**src/rtl/gen_pipe_arb_if.sv**
```systemverilog
// Bundle for the requester side, the shared-pipe side and the response side of gen_pipe_arb.
// The slave modport is the arbiter's view and the master modport is the environment's view.
interface gen_pipe_arb_if #(
  parameter int NREQ  = 4,
  parameter int DAT_W = 8,
  parameter int ID_W  = $clog2(NREQ)
);
  logic [NREQ-1:0]       req_vld;
  logic [NREQ*DAT_W-1:0] req_dat;
  logic [NREQ-1:0]       req_rdy;
  logic [DAT_W-1:0]      pipe_dat_o;
  logic                  pipe_vld_o;
  logic [DAT_W-1:0]      pipe_dat_i;
  logic                  pipe_vld_i;
  logic [NREQ-1:0]       rsp_vld;
  logic [DAT_W-1:0]      rsp_dat;
  logic [ID_W-1:0]       rsp_id;
  logic                  err_seq;

  modport slave (
    input  req_vld, req_dat, pipe_dat_i, pipe_vld_i,
    output req_rdy, pipe_dat_o, pipe_vld_o, rsp_vld, rsp_dat, rsp_id, err_seq
  );

  modport master (
    output req_vld, req_dat, pipe_dat_i, pipe_vld_i,
    input  req_rdy, pipe_dat_o, pipe_vld_o, rsp_vld, rsp_dat, rsp_id, err_seq
  );
endinterface

```
**src/rtl/gen_pipe_arb.sv**
```systemverilog
// Round-robin arbiter feeding one fixed-latency shared pipe. A tag shift register tracks
// the owner of each transfer, so every pipe output can be routed back to the requester that issued it.
module gen_pipe_arb #(
  parameter int NREQ  = 4,
  parameter int DAT_W = 8,
  parameter int DEPTH = 4,
  parameter int ID_W  = $clog2(NREQ)
) (
  input logic          clk,
  input logic          rst,
  gen_pipe_arb_if.slave bus
);

  // Adds an offset to a requester index, wrapping modulo NREQ. NREQ need not be a power of two.
  function automatic logic [ID_W-1:0] wrap_add(input logic [ID_W-1:0] a, input int b);
    int s;
    s = int'(a) + b;
    if (s >= NREQ) s = s - NREQ;
    return s[ID_W-1:0];
  endfunction

  logic [ID_W-1:0]  ptr_q, ptr_d;
  logic [ID_W-1:0]  win_id;
  logic [ID_W-1:0]  cand;
  logic             win_found;
  logic             xfer;

  logic [DEPTH-1:0] tag_vld_q, tag_vld_d;
  logic [ID_W-1:0]  tag_id_q [DEPTH];
  logic [ID_W-1:0]  tag_id_d [DEPTH];
  logic             tail_vld;
  logic [ID_W-1:0]  tail_id;
  logic             rsp_hit;
  logic             seq_mis;
  logic             err_q, err_d;

  // Winner selection: scan the requesters starting at ptr and take the first one that is valid.
  always_comb begin
    win_found = 1'b0;
    win_id    = '0;
    cand      = '0;
    for (int k = 0; k < NREQ; k++) begin
      cand = wrap_add(ptr_q, k);
      if (!win_found && bus.req_vld[cand]) begin
        win_found = 1'b1;
        win_id    = cand;
      end
    end
  end

  assign xfer = win_found & ~rst;

  always_comb begin
    bus.req_rdy    = '0;
    bus.pipe_vld_o = xfer;
    bus.pipe_dat_o = '0;
    ptr_d          = ptr_q;
    if (xfer) begin
      bus.req_rdy[win_id] = 1'b1;
      bus.pipe_dat_o      = bus.req_dat[win_id*DAT_W +: DAT_W];
      ptr_d               = wrap_add(win_id, 1);
    end
  end

  // Stage 0 takes the new transfer, and every later stage shifts by one each cycle.
  always_comb begin
    tag_vld_d[0] = xfer;
    tag_id_d[0]  = xfer ? win_id : '0;
    for (int i = 1; i < DEPTH; i++) begin
      tag_vld_d[i] = tag_vld_q[i-1];
      tag_id_d[i]  = tag_id_q[i-1];
    end
  end

  assign tail_vld = tag_vld_q[DEPTH-1];
  assign tail_id  = tag_id_q[DEPTH-1];
  assign rsp_hit  = bus.pipe_vld_i & tail_vld & ~rst;
  assign seq_mis  = (bus.pipe_vld_i != tail_vld) & ~rst;
  assign err_d    = err_q | seq_mis;

  always_comb begin
    bus.rsp_vld = '0;
    bus.rsp_dat = '0;
    bus.rsp_id  = '0;
    if (rsp_hit) begin
      bus.rsp_vld[tail_id] = 1'b1;
      bus.rsp_dat          = bus.pipe_dat_i;
      bus.rsp_id           = tail_id;
    end
  end

  assign bus.err_seq = err_q;

  always_ff @(posedge clk) begin
    if (rst) begin
      ptr_q     <= '0;
      tag_vld_q <= '0;
      err_q     <= 1'b0;
      for (int i = 0; i < DEPTH; i++) tag_id_q[i] <= '0;
    end else begin
      ptr_q     <= ptr_d;
      tag_vld_q <= tag_vld_d;
      err_q     <= err_d;
      for (int i = 0; i < DEPTH; i++) tag_id_q[i] <= tag_id_d[i];
    end
  end

endmodule

```
**src/flat_wrapper.sv**
```systemverilog
// flat-port wrapper written by rule: the top's interface ports become plain ports
module gen_pipe_arb_flat 
#(
  parameter int NREQ  = 4,
  parameter int DAT_W = 8,
  parameter int DEPTH = 4,
  parameter int ID_W  = $clog2(NREQ)
)
  (clk, rst, bus_req_vld, bus_req_dat, bus_pipe_dat_i, bus_pipe_vld_i, bus_req_rdy, bus_pipe_dat_o, bus_pipe_vld_o, bus_rsp_vld, bus_rsp_dat, bus_rsp_id, bus_err_seq);
  gen_pipe_arb_if #(.NREQ(NREQ), .DAT_W(DAT_W), .ID_W(ID_W)) bus_i ();
  input logic clk;
  input logic rst;
  input wire logic [$bits(bus_i.req_vld)-1:0] bus_req_vld;
  input wire logic [$bits(bus_i.req_dat)-1:0] bus_req_dat;
  input wire logic [$bits(bus_i.pipe_dat_i)-1:0] bus_pipe_dat_i;
  input wire logic [$bits(bus_i.pipe_vld_i)-1:0] bus_pipe_vld_i;
  output wire logic [$bits(bus_i.req_rdy)-1:0] bus_req_rdy;
  output wire logic [$bits(bus_i.pipe_dat_o)-1:0] bus_pipe_dat_o;
  output wire logic [$bits(bus_i.pipe_vld_o)-1:0] bus_pipe_vld_o;
  output wire logic [$bits(bus_i.rsp_vld)-1:0] bus_rsp_vld;
  output wire logic [$bits(bus_i.rsp_dat)-1:0] bus_rsp_dat;
  output wire logic [$bits(bus_i.rsp_id)-1:0] bus_rsp_id;
  output wire logic [$bits(bus_i.err_seq)-1:0] bus_err_seq;
  assign bus_i.req_vld = bus_req_vld;
  assign bus_i.req_dat = bus_req_dat;
  assign bus_i.pipe_dat_i = bus_pipe_dat_i;
  assign bus_i.pipe_vld_i = bus_pipe_vld_i;
  assign bus_req_rdy = bus_i.req_rdy;
  assign bus_pipe_dat_o = bus_i.pipe_dat_o;
  assign bus_pipe_vld_o = bus_i.pipe_vld_o;
  assign bus_rsp_vld = bus_i.rsp_vld;
  assign bus_rsp_dat = bus_i.rsp_dat;
  assign bus_rsp_id = bus_i.rsp_id;
  assign bus_err_seq = bus_i.err_seq;
  gen_pipe_arb #(.NREQ(NREQ), .DAT_W(DAT_W), .DEPTH(DEPTH), .ID_W(ID_W)) u_core (.clk(clk), .rst(rst), .bus(bus_i));
endmodule
```
**config.mk**
```make
export PLATFORM = sky130hd
export DESIGN_NAME = gen_pipe_arb_flat
export DESIGN_NICKNAME = d
export VERILOG_FILES = /design/src/rtl/gen_pipe_arb_if.sv /design/src/rtl/gen_pipe_arb.sv /design/src/flat_wrapper.sv
export SDC_FILE = /design/constraint.sdc
export NUM_CORES = 1
export LEC_CHECK = 0
export CAP_MARGIN = 25
export CELL_PAD_IN_SITES_DETAIL_PLACEMENT = 0
export CELL_PAD_IN_SITES_GLOBAL_PLACEMENT = 1
export CORE_ASPECT_RATIO = 0.9
export CORE_UTILIZATION = 24
export DETAILED_ROUTE_END_ITERATION = 12
export PLACE_DENSITY_LB_ADDON = 0.1
export SYNTH_ARGS = -nofsm -noshare
export SYNTH_HDL_FRONTEND = slang
export SYNTH_SLANG_ARGS = --single-unit
```
**constraint.sdc**
```tcl
create_clock -name clk -period 4.88 [get_ports clk]
set_input_delay 0.976 -clock clk [delete_from_list [all_inputs] [get_ports clk]]
set_output_delay 0.976 -clock clk [all_outputs]
set_load 0.005 [all_outputs]
```
==> impl_metrics.env <==
export IMPL_drc_errors=0
export IMPL_synth_edff_count=0
export IMPL_p_per_area_nw_per_um2=226.7
export IMPL_cts_sinks=15
export IMPL_yosys_cell_count_top_type="mux2i_1"
export IMPL_antenna_cells=0
export IMPL_initial_utilization_pct=25.22
export IMPL_final_min_clock_period_ns=4.312
export IMPL_ctsResizeCount=0
export IMPL_cpMostUsedCell="clkdlybuf4s50_1"
export IMPL_fillers=357
export IMPL_setup_tns_ns=0
export IMPL_path_delay_family="buffers and inverters"
export IMPL_synth_area_leader_cell="dfxtp_1"
export IMPL_endpoint_kind="output port"
export IMPL_synth_top_cell_area_share_pct=31.91
export IMPL_drt_pass1_iterations=4
export IMPL_via_count=982
export IMPL_multi_input_area_um2=579.3
export IMPL_gr_total_overflow=0
export IMPL_postRouteAntennaNets=0
export IMPL_die_x_um=68
export IMPL_regArea_um2=300.3
export IMPL_grt_pass1_vias=919
export IMPL_io_buffers=74
export IMPL_maxCapViolCount=0
export IMPL_hold_viol_final=0
export IMPL_worstSetupStartpointType="input pin"
export IMPL_worstMarginPinSlew_ns=0.5804
export IMPL_synth_nets=155
export IMPL_core_rowCount=21
export IMPL_gp_congestion=0.7066
export IMPL_grt_pass1_wl_mm=3.657
export IMPL_wl_per_cell_um=10.70
export IMPL_synth_seq_cells=15
export IMPL_cts_setup_buffers=0
export IMPL_skew_ns=0.0005767
export IMPL_setup_violations_final=0
export IMPL_critPathMaxStageDelay_ns=0.53
export IMPL_ys_top_cells_by_area="dfxtp_1 (32%), mux2i_1 (18%), and2_1 (9.3%)"
export IMPL_syn_to_final_growth_pct=87.90
export IMPL_cp_data_required_time_ns=3.90
export IMPL_crit_chain="clkdlybuf4s50_1 > a21o_1 > a21oi_1 > o22a_1 > buf_4 > mux2i_1 > o22ai_1 > clkdlybuf4s50_1"
export IMPL_maxSlewHeadroom_pct=61.22
export IMPL_ys_warn_count=0
export IMPL_syn_area_um2=940.9
export IMPL_avgViaCountPerCell=4.345
export IMPL_worst_hold_path_type="flop to flop"
export IMPL_synth_main_ff_cell="dfxtp_1"
export IMPL_yosysSeqAreaShare_pct=31.91
export IMPL_routed_wl_mm=2.419
export IMPL_path_max_fanout=12
export IMPL_synthDistinctLibCells=24
export IMPL_p_leak_nw=0.7200
export IMPL_arrival_ns=3.34
export IMPL_core_um2=3731
export IMPL_rsz0062_at_grt="false"
export IMPL_hpwl_mm=2.001
export IMPL_drive_above_1_share_pct=5.000
export IMPL_fin_nets=233
export IMPL_numCtsBuffers=3
export IMPL_vdd_ir_drop_max_mv=0.08771
export IMPL_ctsRootBufferMaster="clkbuf_8"
export IMPL_finalCritPeriodShare_pct=88.36
export IMPL_pin_count=75
export IMPL_grt_max_degree=17
export IMPL_clock_latency_ns=0.24
export IMPL_synth_commonest_cells="mux2i_1 (17), dfxtp_1 (15), and2_1 (14)"
export IMPL_grt_total_usage_pct=11.85
export IMPL_synthArstFlopShare_pct=0
export IMPL_ctsHoldBuffers=0
export IMPL_report_final_slew_viol_count=0
export IMPL_setup_ws_ns=0.5682
export IMPL_antenna_found_initial=0
export IMPL_path_buf_inv=3
export IMPL_pre_cts_ws_ns=0.5755
export IMPL_clk_pin_slew_worst_paths_ns=0.06
export IMPL_cts_tree="built"
export IMPL_dieArea_um2=4175
export IMPL_fp_dieH_um=61.40
export IMPL_cpMaxStageDelayCell="clkdlybuf4s50_1"
export IMPL_first_iter_violations=7
export IMPL_clock_path_buffers=2
export IMPL_synth_area_per_cell_um2=9.135
export IMPL_path_class="input pin to output port"
export IMPL_fmax_mhz=231.9
export IMPL_postSynthCellCount=103
export IMPL_status="complete, no violations"
export IMPL_htree_levels=1
[worst register-to-register path: cells and delay by family (launching register included)]
kind                       cells  cell delay (ns)
AOI/OAI and AO/OA              3             0.71
adders and majority gates      1             0.31
DFF                            1             0.36
muxes                          1             0.13
and+or+nand+nor                1             0.05
[cells in the final DEF, fill, tap and decap left out, types with 2 or more instances in the layout]
cell type         n
o22ai_1           9
clkbuf_8          3
dfxtp_1          15
a21oi_1           3
nor2b_1          11
nor2_1            6
and2_1           14
mux2i_1          17
buf_4             3
inv_1             5
nand2b_1          2
clkdlybuf4s50_1  74
ha_1              5
nand2_1           2
[layer usage]
layer,share of wire (%),GRT usage (%)
met1,38,10.85
met2,53,23.39
met3,8.5,5.185
met4,0.79,3.571
met5,0,0
[state kept, by name, indices dropped and copies added (netlist names)]
register            count
u_core.tag_id_q         8
u_core.tag_vld_q        4
u_core.bus.err_seq      1
u_core.ptr_q            2
[logic make-up (layout without fill, tap and decap cells)]
group | after synthesis | in the layout | share of synthesized area (%)
flip-flops | 15 | 15 | 31.92
AND/OR/NAND/NOR | 40 | 40 | 25.40
multiplexers | 17 | 17 | 18.08
AO/OA/AOI/OAI | 16 | 16 | 11.44
adder cells (fa/ha/maj) | 5 | 5 | 6.649
buffers and inverters | 10 | 87 | 6.516
[report_power, final]
group	total (mW)	switching [mW]	leakage (nW)	internal [mW]
sequential	0.139	0.00619	0.123	0.133
clock	0.0957	0.0381	0.0228	0.0576
combinational	0.166	0.0638	0.574	0.103
total	0.401	0.108	0.720	0.293
[worst paths after layout]
check                        end  cells after the start  slack (ns)                 from
max            bus_pipe_dat_o[7]                      8        0.57       bus_req_vld[0]
min reg2reg  u_core.tag_vld_q[1]                      1        0.43  u_core.tag_vld_q[0]
min          u_core.tag_vld_q[1]                      1        0.43  u_core.tag_vld_q[0]
max reg2reg      u_core.ptr_q[1]                      6        3.21      u_core.ptr_q[1]
[per-stage QoR]
stage / instances / instance area (um2) / hold slack (ns) / power, mW / util (%)
2_1_floorplan: 103 / 940.9 / 0.4138 / 0.2279 / -
3_3_place_gp: 222 / 1723 / 0.4148 / 0.3063 / 46.18
3_5_place_dp: 222 / 1723 / 0.4239 / 0.3083 / 46.18
4_1_cts: 226 / 1768 / 0.4377 / 0.4080 / 47.38
5_1_grt: 226 / 1768 / 0.4540 / 0.4305 / 47.38
6_report: 226 / 1768 / 0.4325 / 0.4007 / 47.38
[area by class of cell]
cell class	instances	area share, %
timing repair buffer	77	43.17
multi-input combinational	78	32.77
sequential	15	16.99
tap	46	3.255
clock buffer	4	2.548
inverter	6	1.274
Note: power is estimated with default switching activity, not from simulation.
==> edit 1, RTL diff (same settings) <==
Make the reset (`rst`) asynchronous in one clocked block.
--- a/src/rtl/gen_pipe_arb.sv
+++ b/src/rtl/gen_pipe_arb.sv
@@ -92,5 +92,5 @@
   assign bus.err_seq = err_q;
 
-  always_ff @(posedge clk) begin
+  always_ff @(posedge clk or posedge rst) begin
     if (rst) begin
       ptr_q     <= '0;
Formal check against the unedited RTL: differs if rst is asserted again (counterexample within 4 cycles, from zero or initial values and one cycle with rst high); with rst held inactive, the same outputs for 10 cycles.
==> edit 1 against the original RTL <==
  * Power is 22% higher
  * Die area is 1.3% higher
  * Final area is 0.35% higher
  * Wire length is 3.6% lower
  * Sequential cell count stayed put
  * Synthesized area is 1.3% higher
  * Non-clock buffer count is 1 lower
  * Fmax is 5.8% higher
  * Worst setup slack better by 0.24 ns
  * Register-to-register slack worse by 0.09 ns
  * Sequential share of layout area is 4.2 points higher
  * Largest power group unchanged
==> edit 1: results <==
[routing]
vias = 936
wl_met1_um = 947
drt_first_pass_iters = 3
drt-initial-drc-count = 31
wl_met3_um = 307
drt-vias-per-instance = 4.35
wl_met2_um = 1070
detail_route.wirelength_um = 2330

[status]
status = finished clean

[pwr]
p_leak_uw = 0.000803
netSwitchingFraction_pct = 30.5
comb_power_share_pct = 48.0
pg_seq_uw = 158
clkPwrFrac_pct = 19.7
ir_drop_mv = 0.109

[min_path]
hp-start = u_core.tag_id_d[0]$_DFF_PP0_
hold_depth = 0
worstHoldEndpoint = u_core.tail_id[0]$_DFF_PP0_

[critical_path]
worst-r2r-cell-count = 8
r2r_end = u_core.ptr_q[1]$_DFFE_PP0P_
reg2reg_slack_ns = 3.12
critPathMaxFanout = 10
cp-startpoint = bus_req_vld[3]
r2r-start = u_core.ptr_q[0]$_DFFE_PP0P_
cp_top_family = buffers and inverters
arrival_ns = 3.10
crit_end = bus_pipe_dat_o[0]

[timing]
finalHoldWorstSlack_ns = 0.347
fin_skew_ns = 0.000624
worst_slack_ns = 0.805
relSlewSlack_pct = 62.3

[global_routing]
grt_pass1_vias = 828
grt_first_pass_wirelength_um = 3570
use_met2_pct = 19.5
track_usage_pct = 11.4
use_met3_pct = 5.47
grt_max_degree = 20
use_met1_pct = 12.9

[placement]
place_inst = 211
dpl_cell_area_mm2 = 0.00173
dp_hpwl_um = 1900
place_congestion = 0.658
place_ws_ns = 0.785

[layout]
final_nets = 222
largest_reg_flops = 6
drive_gt1_share_pct = 5.33

[logic_synthesis]
synthArstFlopShare_pct = 100
yosys-top-cells-count = mux2i_1 (16), and2_1 (15), dfrtp_1 (15), o22ai_1 (8)
avgSynthCellArea_um2 = 10.3
synth_area_leaders = dfrtp_1 (39%), mux2i_1 (17%), and2_1 (9.8%)
synth-seq-area-share_pct = 39.4
ys_types = 27
synthFlopType = dfrtp_1

[clocking]
clock_latency_ns = 0.24
clock_path_buffers = 2
[edit 1: cell types whose count changed after synthesis, moves of 2 or more]
cell	before	now
inv_1	5	3
nor2b_1	11	2
a21oi_1	3	1
dfxtp_1	15	0
dfrtp_1	0	15
nor2_1	6	3
nand2_1	2	5
[edit 1: layout make-up]
type | instances | area [µm²]
clock buffers | 3 | 41.3
clock inverters | 1 | 5.00
fillers | 359 | 1980
inverters | 5 | 18.8
multi-input cells | 69 | 520
flip-flops and latches | 15 | 375
well taps | 46 | 57.6
repair buffers | 76 | 756
[edit 1: cell families (layout without fill, tap and decap cells)]
family | after synthesis | in the layout | share of synthesized area [%]
muxes | 16 | 16 | 16.8
DFF | 15 | 15 | 39.4
AOI/OAI and AO/OA | 17 | 17 | 12.6
buffers and inverters | 9 | 85 | 6.04
adders and majority gates | 5 | 5 | 6.56
and+or+nand+nor | 31 | 31 | 18.6
==> edit 2, RTL diff (same settings) <==
Without the edit above. `NREQ` is set to 4 in 3 places; all go to 8.
--- a/src/rtl/gen_pipe_arb_if.sv
+++ b/src/rtl/gen_pipe_arb_if.sv
@@ -2,5 +2,5 @@
 // The slave modport is the arbiter's view and the master modport is the environment's view.
 interface gen_pipe_arb_if #(
-  parameter int NREQ  = 4,
+  parameter int NREQ  = 8,
   parameter int DAT_W = 8,
   parameter int ID_W  = $clog2(NREQ)
--- a/src/rtl/gen_pipe_arb.sv
+++ b/src/rtl/gen_pipe_arb.sv
@@ -2,5 +2,5 @@
 // the owner of each transfer, so every pipe output can be routed back to the requester that issued it.
 module gen_pipe_arb #(
-  parameter int NREQ  = 4,
+  parameter int NREQ  = 8,
   parameter int DAT_W = 8,
   parameter int DEPTH = 4,
--- a/src/flat_wrapper.sv
+++ b/src/flat_wrapper.sv
@@ -2,5 +2,5 @@
 module gen_pipe_arb_flat 
 #(
-  parameter int NREQ  = 4,
+  parameter int NREQ  = 8,
   parameter int DAT_W = 8,
   parameter int DEPTH = 4,
Ports: changed (5 resized); port bits go from 75 to 120. The function was not compared with the original's and may differ.
==> edit 2 against the original RTL <==
  * Synthesized area is 140% higher
  * Via count grew to 2.6 times the old value
  * Final cell count is 140% higher
  * Sequential cell count is 5 higher
  * Clock skew hardly changed
  * Worst setup slack worse by 0.42 ns
  * Critical path type unchanged
  * Final area is 140% higher
  * Wire length grew to 3.0 times the old value
  * Fmax is 8.9% lower
Power is left out: it rests on default switching activity, and per cell area and clock period it moved more than threefold.
==> edit 2: results <==
[status]
status = finished clean

[routing]
avgRoutedWirePerCell_um = 13.2
drt-initial-drc-count = 48
drt-vias-per-instance = 4.57

[min_path]
hp-start = u_core.tag_id_q[2][2]$_SDFF_PP0_
worstHoldEndpoint = u_core.tag_id_q[3][2]$_SDFF_PP0_

[critical_path]
r2r_end = u_core.ptr_q[2]$_SDFFE_PP0P_
worst-r2r-cell-count = 16
cp_top_family = multiplexers
critPathMaxFanout = 5
cp_slowest_stage_delay_ns = 0.49
reg2reg_slack_ns = 1.39
arrival_ns = 3.75
critPathSlowestCell = mux4_2
r2r-start = u_core.ptr_q[0]$_SDFFE_PP0P_
cp-startpoint = bus_req_vld[2]
crit_end = bus_pipe_dat_o[2]

[layout]
final_nets = 518
drive_gt1_share_pct = 31.2
nFillCells = 934
reg_top3 = u_core.tag_id_q x12, u_core.tag_vld_q x4, u_core.ptr_q x3

[logic_synthesis]
synth_area_leaders = dfxtp_1 (18%), mux2i_1 (17%), mux4_2 (8.1%)
syn_nets = 346
yosys-top-cells-count = mux2i_1 (39), nor2_1 (24), dfxtp_1 (20), nand3_1 (17), nand2_1 (16)
synth-seq-area-share_pct = 17.9
ys_types = 56

[clocking]
hold_buffers = 0

[placement]
dpl_cell_area_mm2 = 0.00389
dp_hpwl_um = 5780
io_buffer_count = 119
place_congestion = 0.759

[global_routing]
grt_max_degree = 20
grt_first_pass_wirelength_um = 12200
track_usage_pct = 15.1
grt_pass1_vias = 2609

[timing]
fin_skew_ns = 0.000974
finalHoldWorstSlack_ns = 0.435
tightest_slew_ns = 0.415
==> edit 2: cell types whose count changed after synthesis, sizes merged, moves of 11 or more <==
cell,unedited run,this run
buf,2,14
mux2,0,11
mux2i,17,39
nand2,2,16
nand3,0,17
nor2,6,26
==> edit 2: per-stage QoR <==
stage	TNS [ns]	setup slack, ns	cells	util [%]
3_3_place_gp	-4.98	-0.384	532	42.8
4_1_cts	-0.0429	-0.0341	550	45.6
6_report	0	0.149	552	46.2
2_1_floorplan	0	0.549	259	-
3_5_place_dp	-5.31	-0.405	532	42.8
5_1_grt	0	0.0217	552	46.2
==> edit 2: layout make-up <==
cell class                 instances  share of cell area, %
sequential                        20                   9.54
clock buffer                       3                  0.983
multi-input combinational        213                   43.7
timing repair buffer             184                   40.6
clock inverter                     1                  0.715
tap                              122                   3.64
inverter                           9                  0.864
==> edit 2: cells by family (layout without fill, tap and decap cells) <==
| group | count (synthesis) | count (layout) | share of synthesized area, % |
|---|---|---|---|
| buffers and inverters | 26 | 197 | 7.22 |
| flip-flops | 20 | 20 | 17.9 |
| XOR/XNOR | 3 | 3 | 1.18 |
| AO/OA/AOI/OAI | 34 | 34 | 12.4 |
| AND/OR/NAND/NOR | 114 | 114 | 27.9 |
| adder cells (fa/ha/maj) | 4 | 4 | 2.24 |
| multiplexers | 58 | 58 | 31.2 |
==> edit 2: timing repair <==
action                     in CTS  in global routing
cloned                          1                  0
setup endpoints to repair      16                 14
setup buffers                  13                  2
pin swaps                       7                  9
resized for setup              63                 33
==> edit 2: metal layers <==
layer	wire (µm)	global-route usage [%]
met1	3320	18.1
met2	3340	28.1
met3	647	4.11
met4	0	1.07
met5	0	0
